===== src/rtl/mem_stage_pkg.sv =====
// Shared types and default widths for the MEM pipeline stage and its ack watchdog.
package mem_stage_pkg;

   typedef enum logic {
      MEM_IDLE   = 1'b0,
      MEM_ACCESS = 1'b1
   } mem_state_e;

   localparam int DATA_W_DEF     = 16;
   localparam int ADDR_W_DEF     = 16;
   localparam int REG_ADDR_W_DEF = 4;
   localparam int MAX_WAIT_DEF   = 15;

   // Watchdog counts 0..MAX_WAIT-1, so it never needs to hold MAX_WAIT itself.
   function automatic int cnt_width(input int max_wait);
      return (max_wait < 2) ? 1 : $clog2(max_wait);
   endfunction

endpackage


===== src/rtl/mem_stage_wdog.sv =====
// Ack watchdog: counts ACCESS cycles without ack; o_expired is combinational in the last allowed cycle.
// Only instantiated when MEM_TIMEOUT_EN is defined; no backpressure of its own.
module mem_stage_wdog
   import mem_stage_pkg::*;
#(
   parameter int MAX_WAIT = MAX_WAIT_DEF
) (
   input  logic clk,
   input  logic rst,
   input  logic i_clr,
   input  logic i_en,
   output logic o_expired
);

   localparam int            CW    = cnt_width(MAX_WAIT);
   localparam logic [CW-1:0] LIMIT = CW'(MAX_WAIT - 1);

   logic [CW-1:0] r_cnt;
   logic          w_expired;

   assign w_expired = i_en & (r_cnt == LIMIT);
   assign o_expired = w_expired;

   always_ff @(posedge clk) begin
      if (rst || i_clr) begin
         r_cnt <= '0;
      end else if (i_en && !w_expired) begin
         r_cnt <= r_cnt + CW'(1);
      end
   end

endmodule


===== src/rtl/mem_stage.sv =====
// MEM stage: non-memory ops pass in 1 cycle, loads/stores take 2+ cycles over a req/ack port while stallReq_o holds upstream.
// Optional ack timeout via MEM_TIMEOUT_EN (gives up after MAX_WAIT cycles and pulses memErr_o).
module mem_stage
   import mem_stage_pkg::*;
#(
   parameter int DATA_W     = DATA_W_DEF,
   parameter int ADDR_W     = ADDR_W_DEF,
   parameter int REG_ADDR_W = REG_ADDR_W_DEF,
   parameter int MAX_WAIT   = MAX_WAIT_DEF
) (
   input  logic                  clk,
   input  logic                  rst,
   input  logic                  valid_i,
   input  logic                  flush_i,
   input  logic                  memRead_i,
   input  logic                  memWrite_i,
   input  logic [ADDR_W-1:0]     memAddr_i,
   input  logic [DATA_W-1:0]     memData_i,
   input  logic [DATA_W-1:0]     wData_i,
   input  logic                  wReg_i,
   input  logic [REG_ADDR_W-1:0] wRegAddr_i,
   output logic                  stallReq_o,
   output logic                  memReq_o,
   output logic                  memWe_o,
   output logic [ADDR_W-1:0]     memAddr_o,
   output logic [DATA_W-1:0]     memWdata_o,
   input  logic                  memAck_i,
   input  logic [DATA_W-1:0]     memRdata_i,
   output logic                  valid_o,
   output logic [DATA_W-1:0]     wData_o,
   output logic                  wReg_o,
   output logic [REG_ADDR_W-1:0] wRegAddr_o,
   output logic                  memErr_o
);

   if (MAX_WAIT < 1) begin : g_bad_max_wait
      $error("mem_stage: MAX_WAIT must be at least 1");
   end

   mem_state_e r_state;
   mem_state_e w_state_nxt;

   logic                  w_memop;
   logic                  w_expired;
   logic                  w_stall;
   logic                  w_kill;

   logic                  r_mem_req;
   logic                  r_mem_we;
   logic [ADDR_W-1:0]     r_addr;
   logic [DATA_W-1:0]     r_wdata;
   logic [DATA_W-1:0]     r_alu;
   logic                  r_is_load;
   logic                  r_kill;
   logic                  r_wreg_lat;
   logic [REG_ADDR_W-1:0] r_wreg_addr_lat;

   logic                  r_valid;
   logic [DATA_W-1:0]     r_wdata_o;
   logic                  r_wreg;
   logic [REG_ADDR_W-1:0] r_wreg_addr_o;

   assign w_memop = valid_i & (memRead_i | memWrite_i);
   // A flush arriving in the ack cycle still squashes the writeback.
   assign w_kill  = r_kill | flush_i;

`ifdef MEM_TIMEOUT_EN
   logic w_wdog_clr;
   logic w_wdog_en;
   logic r_mem_err;

   assign w_wdog_clr = (r_state == MEM_IDLE) & w_memop;
   assign w_wdog_en  = (r_state == MEM_ACCESS) & ~memAck_i;

   mem_stage_wdog #(
      .MAX_WAIT (MAX_WAIT)
   ) u_wdog (
      .clk       (clk),
      .rst       (rst),
      .i_clr     (w_wdog_clr),
      .i_en      (w_wdog_en),
      .o_expired (w_expired)
   );

   always_ff @(posedge clk) begin
      if (rst) begin
         r_mem_err <= 1'b0;
      end else begin
         r_mem_err <= w_expired;
      end
   end

   assign memErr_o = r_mem_err;
`else
   assign w_expired = 1'b0;
   assign memErr_o  = 1'b0;
`endif

   always_ff @(posedge clk) begin
      if (rst) begin
         r_state <= MEM_IDLE;
      end else begin
         r_state <= w_state_nxt;
      end
   end

   always_comb begin
      w_state_nxt = r_state;
      case (r_state)
         MEM_IDLE:   if (w_memop) w_state_nxt = MEM_ACCESS;
         MEM_ACCESS: if (memAck_i || w_expired) w_state_nxt = MEM_IDLE;
         default:    w_state_nxt = MEM_IDLE;
      endcase
   end

   always_comb begin
      w_stall = 1'b0;
      case (r_state)
         MEM_IDLE:   w_stall = w_memop;
         MEM_ACCESS: w_stall = ~memAck_i & ~w_expired;
         default:    w_stall = 1'b0;
      endcase
   end

   assign stallReq_o = w_stall;

   always_ff @(posedge clk) begin
      if (rst) begin
         r_mem_req       <= 1'b0;
         r_mem_we        <= 1'b0;
         r_addr          <= '0;
         r_wdata         <= '0;
         r_alu           <= '0;
         r_is_load       <= 1'b0;
         r_kill          <= 1'b0;
         r_wreg_lat      <= 1'b0;
         r_wreg_addr_lat <= '0;
         r_valid         <= 1'b0;
         r_wdata_o       <= '0;
         r_wreg          <= 1'b0;
         r_wreg_addr_o   <= '0;
      end else begin
         case (r_state)
            MEM_IDLE: begin
               if (w_memop) begin
                  r_mem_req       <= 1'b1;
                  r_mem_we        <= memWrite_i;
                  r_addr          <= memAddr_i;
                  r_wdata         <= memData_i;
                  r_alu           <= wData_i;
                  r_is_load       <= ~memWrite_i;
                  r_kill          <= flush_i;
                  r_wreg_lat      <= wReg_i;
                  r_wreg_addr_lat <= wRegAddr_i;
                  r_valid         <= 1'b0;
                  r_wreg          <= 1'b0;
               end else begin
                  r_valid         <= valid_i & ~flush_i;
                  r_wdata_o       <= wData_i;
                  r_wreg          <= wReg_i & valid_i & ~flush_i;
                  r_wreg_addr_o   <= wRegAddr_i;
               end
            end
            MEM_ACCESS: begin
               if (memAck_i) begin
                  r_mem_req       <= 1'b0;
                  r_mem_we        <= 1'b0;
                  r_valid         <= ~w_kill;
                  r_wdata_o       <= r_is_load ? memRdata_i : r_alu;
                  r_wreg          <= r_wreg_lat & ~w_kill;
                  r_wreg_addr_o   <= r_wreg_addr_lat;
               end else if (w_expired) begin
                  // Abandoned access still retires a slot, but never writes the register file.
                  r_mem_req       <= 1'b0;
                  r_mem_we        <= 1'b0;
                  r_valid         <= 1'b1;
                  r_wdata_o       <= r_alu;
                  r_wreg          <= 1'b0;
                  r_wreg_addr_o   <= r_wreg_addr_lat;
               end else begin
                  r_kill          <= w_kill;
                  r_valid         <= 1'b0;
                  r_wreg          <= 1'b0;
               end
            end
            default: begin
               r_mem_req <= 1'b0;
               r_valid   <= 1'b0;
               r_wreg    <= 1'b0;
            end
         endcase
      end
   end

   assign memReq_o   = r_mem_req;
   assign memWe_o    = r_mem_we;
   assign memAddr_o  = r_addr;
   assign memWdata_o = r_wdata;
   assign valid_o    = r_valid;
   assign wData_o    = r_wdata_o;
   assign wReg_o     = r_wreg;
   assign wRegAddr_o = r_wreg_addr_o;

endmodule

===== config.mk =====
export PLATFORM = sky130hd
export DESIGN_NAME = mem_stage
export DESIGN_NICKNAME = d
export VERILOG_FILES = /design/src/rtl/mem_stage_pkg.sv /design/src/rtl/mem_stage_wdog.sv /design/src/rtl/mem_stage.sv
export SDC_FILE = /design/constraint.sdc
export NUM_CORES = 1
export LEC_CHECK = 0
export CORE_MARGIN = 1.5
export CORE_UTILIZATION = 42
export DETAILED_ROUTE_END_ITERATION = 10
export PLACE_DENSITY = 0.8
export SLEW_MARGIN = 30
export SYNTH_ARGS = -nofsm -noshare
export SYNTH_HDL_FRONTEND = slang
export SYNTH_SLANG_ARGS = --single-unit

===== constraint.sdc =====
create_clock -name clk -period 2.3 [get_ports clk]
set_clock_uncertainty 0.15 [all_clocks]
set_input_delay 0.46 -clock clk [delete_from_list [all_inputs] [get_ports clk]]
set_output_delay 0.46 -clock clk [all_outputs]
set_load 0.02 [all_outputs]

==> metrics.md <==
| Metric | Value |
|---|---|
| Period utilization | `0.944` |
| Pre-antenna DRT Iters | `7` |
| Die extent in x | `around 88 µm` |
| Reg2Reg Depth | `4` |
| Area Growth Syn to Fin | `54.6%` |
| Number of H-tree levels | `3` |
| Setup violators final | `0` |
| Synth Register Bits | `80` |
| Xor/xnor share of the synthesized area | `0` |
| Inserted Clock Buffers | `9` |
| Synth Flop Type | `dfxtp_1` |
| Gr usage total | `0.222` |
| Leak | `1.78 nW` |
| Clock-pin transition on the worst setup and hold timing paths | `0.07 ns` |
| Worst-margin pin slew | `around 0.8 ns` |
| Initial antenna violation count | `0` |
| Total number of vias | `roughly 3000` |
| Yosys warns | `0` |
| Largest stage delay on the critical path | `slightly above 0.5 ns` |
| CTS sink cnt | `80` |
| Max Cap Viol | `0` |
| Pwr Density | `684 mW/mm²` |
| Placer congestion estimate | `0.798` |
| Vias in the first global route | `slightly below 3000` |
| Tmin final | `2.17 ns` |
| Sequential element share of the synthesized area | `0.526` |
| Slew margin rel. | `0.470` |
| Slew Viols, Final | `0` |
| Synth top area share | `0.526` |
| Residual DRC count | `0` |
| Net count, final | `560` |
| Peak supply drop | `0.000563 V` |
| Post-DP HPWL | `~6.0 mm` |
| Final Cell Area | `~0.0047 mm²` |
| CTS root buffer | `clkbuf_8` |
| Largest family of logic cells by synthesized area | `simple AND/OR/NAND/NOR gates` |
| Worst skew pair latency | `approximately 0.34 ns` |
| Antenna viol nets, final | `0` |
| Worst hold stages | `2` |
| Worst Path Arrival | `1.56 ns` |
| Slowest cell on the critical path | `clkdlybuf4s50_1` |
| Final wirelength | `8.43 mm` |
| Fill cell count | `592` |
| Post-Synth Simple-Gate Area | `0.181` |
| Final Hold Fails | `0` |
| CP required | `roughly 1.7 ns` |
| Status | `complete, no violations` |
| Synth Net Count | `between 400 and 500` |
| Yosys cell types | `25` |
| Unrepaired setup endpoints after global routing | `no` |
| Worst Setup Path Type | `input pin to output port` |
| Max clock buf depth | `2` |
| Finished Layout Cells | `585` |
| CP Capture Type | `output port` |
| Hold-fix buffers, CTS | `0` |
| Top cells by area, synth | `dfxtp_1 53%, nand2_1 13%, a21oi_1 9.2%` |
| Adder-Cell Fraction of Synth Area | `0` |
| Global route total overflow | `0` |
| Post-layout util | `0.681` |
| Core footprint | `around 0.007 mm²` |
| Total negative setup slack | `0 ns` |
| Top-count cell post-synth | `nand2_1` |
| Dpl cell area | `0.00451 mm²` |
| Total die area | `0.00776 mm²` |
| Synth Instances | `355` |
| Initial core utilization | `0.441` |
| # IOs | `134` |
| Largest net degree at the start of global routing | `33` |
| Routed WL per cell | `approximately 14 µm` |
| CTS tree | `built` |
| Tot Pwr | `3.22 mW` |
| Chip height | `88.1 µm` |
| Mapped cell area | `0.00304 mm²` |
| Placed insts | `569` |
| Layout cells sized above 1 | `0.108` |
| Post-synthesis mux area share | `0.0773` |
| Initial DRC count | `169` |
| Syn Area/Cell | `8.57 µm²` |
| Synth async-reset ratio | `0` |
| Number of synthesized flops with an enable pin | `0` |
| Compound-Gate Fraction of Synth Area | `0.164` |
| Worst path cell trace | `clkdlybuf4s50_1, o21ai_2, mux2_4, inv_2, buf_2` |
| Vias per cell | `between 5 and 6` |
| Synth cell count leaders | `108 x nand2_1, 80 x dfxtp_1, 56 x a21oi_1` |
| Worst setup SP type | `input pin` |
| Synth area leader | `dfxtp_1` |
| IO buf count | `132` |
| Max Freq | `461 MHz` |
| Worst Hold Class | `flop to flop` |
| Number of cell rows | `30` |
| Crit-path max FO | `2` |
| First-pass GRT wire length | `13.2 mm` |
| Antenna Cells | `0` |
==> critical path, delay by kind of cell <==
| family | cells | cell delay (ns) |
|---|---|---|
| buffers and inverters | 3 | 0.74 |
| AO/OA/AOI/OAI | 1 | 0.08 |
| multiplexers | 1 | 0.28 |
==> final timing paths <==
check	startpoint	to	slack (ns)
setup reg to reg	r_is_load	wData_o[0]	0.43
hold reg to reg	memAddr_o[4]	memAddr_o[4]	0.30
hold / removal	memAddr_o[4]	memAddr_o[4]	0.30
setup / recovery	memRead_i	stallReq_o	0.13
==> flip-flops by register name, indices dropped and copies added (netlist names) <==
signal and flops:
memAddr_o 16, memWdata_o 16, r_alu 16, wData_o 16, r_wreg_addr_lat 4, wRegAddr_o 4, memReq_o 1, memWe_o 1
r_is_load 1, r_kill 1, r_state 1, r_wreg_lat 1, valid_o 1, wReg_o 1
==> area by class of cell <==
class	instances	area, µm²	area share
inverters	1	3.75	0.000798
clock buffers	13	159	0.0338
clock inverters	3	40.0	0.00851
repair buffers	148	1480	0.315
flip-flops and latches	80	1600	0.341
well taps	96	120	0.0255
multi-input cells	244	1300	0.276
==> per-layer routing <==
layer  wire (µm)  global-route usage  part of all wire  up-vias
met5           0                   0                 0        -
met4         162               0.102             0.019        0
met3         570              0.0594             0.068       14
met2        4180               0.382              0.50      110
met1        3520               0.256              0.42     1401
li1            -                   -                 -     1464
==> timing repair <==
item,CTS,global route
endpoints found under the setup margin,1,1
pin swaps,0,0
hold endpoints to repair,0,0
buffers inserted,0,0
gates resized for setup,3,1
==> layout by cell type, fill, tap and decap left out, types with 2 or more instances in the layout <==
cell type,netlist,final
clkdlybuf4s50_1,0,130
nand2_1,108,108
dfxtp_1,80,80
a21oi_1,56,56
nor2_1,27,26
mux2_2,16,16
a222oi_1,16,16
buf_4,1,12
clkbuf_8,0,11
a211oi_1,5,5
mux2i_1,4,4
buf_12,0,4
clkinv_2,0,2
clkbuf_1,14,2
buf_2,13,2
==> kinds of logic (layout without fill, tap and decap cells) <==
logic type | count (synthesis) | after routing
compound gates | 80 | 80
mux | 21 | 21
flops | 80 | 80
simple gates | 142 | 142
other cells | 1 | 1
buf+inv | 31 | 165
==> stage by stage <==
| stage | worst slack [ns] | hold WS, ns |
|---|---|---|
| detailed placement | -0.327 | 0.296 |
| finish | 0.130 | 0.304 |
| global route | 0.0951 | 0.324 |
| global placement | -0.308 | 0.290 |
| CTS | 0.0325 | 0.306 |
| floorplan | 0.587 | 0.284 |
==> report_power, final <==
group	switching [mW]	total (mW)	internal [mW]
logic	0.316	0.667	0.351
clock network	0.467	1.03	0.559
registers	0.0483	1.52	1.47
Power figures use the tool's default switching activity.
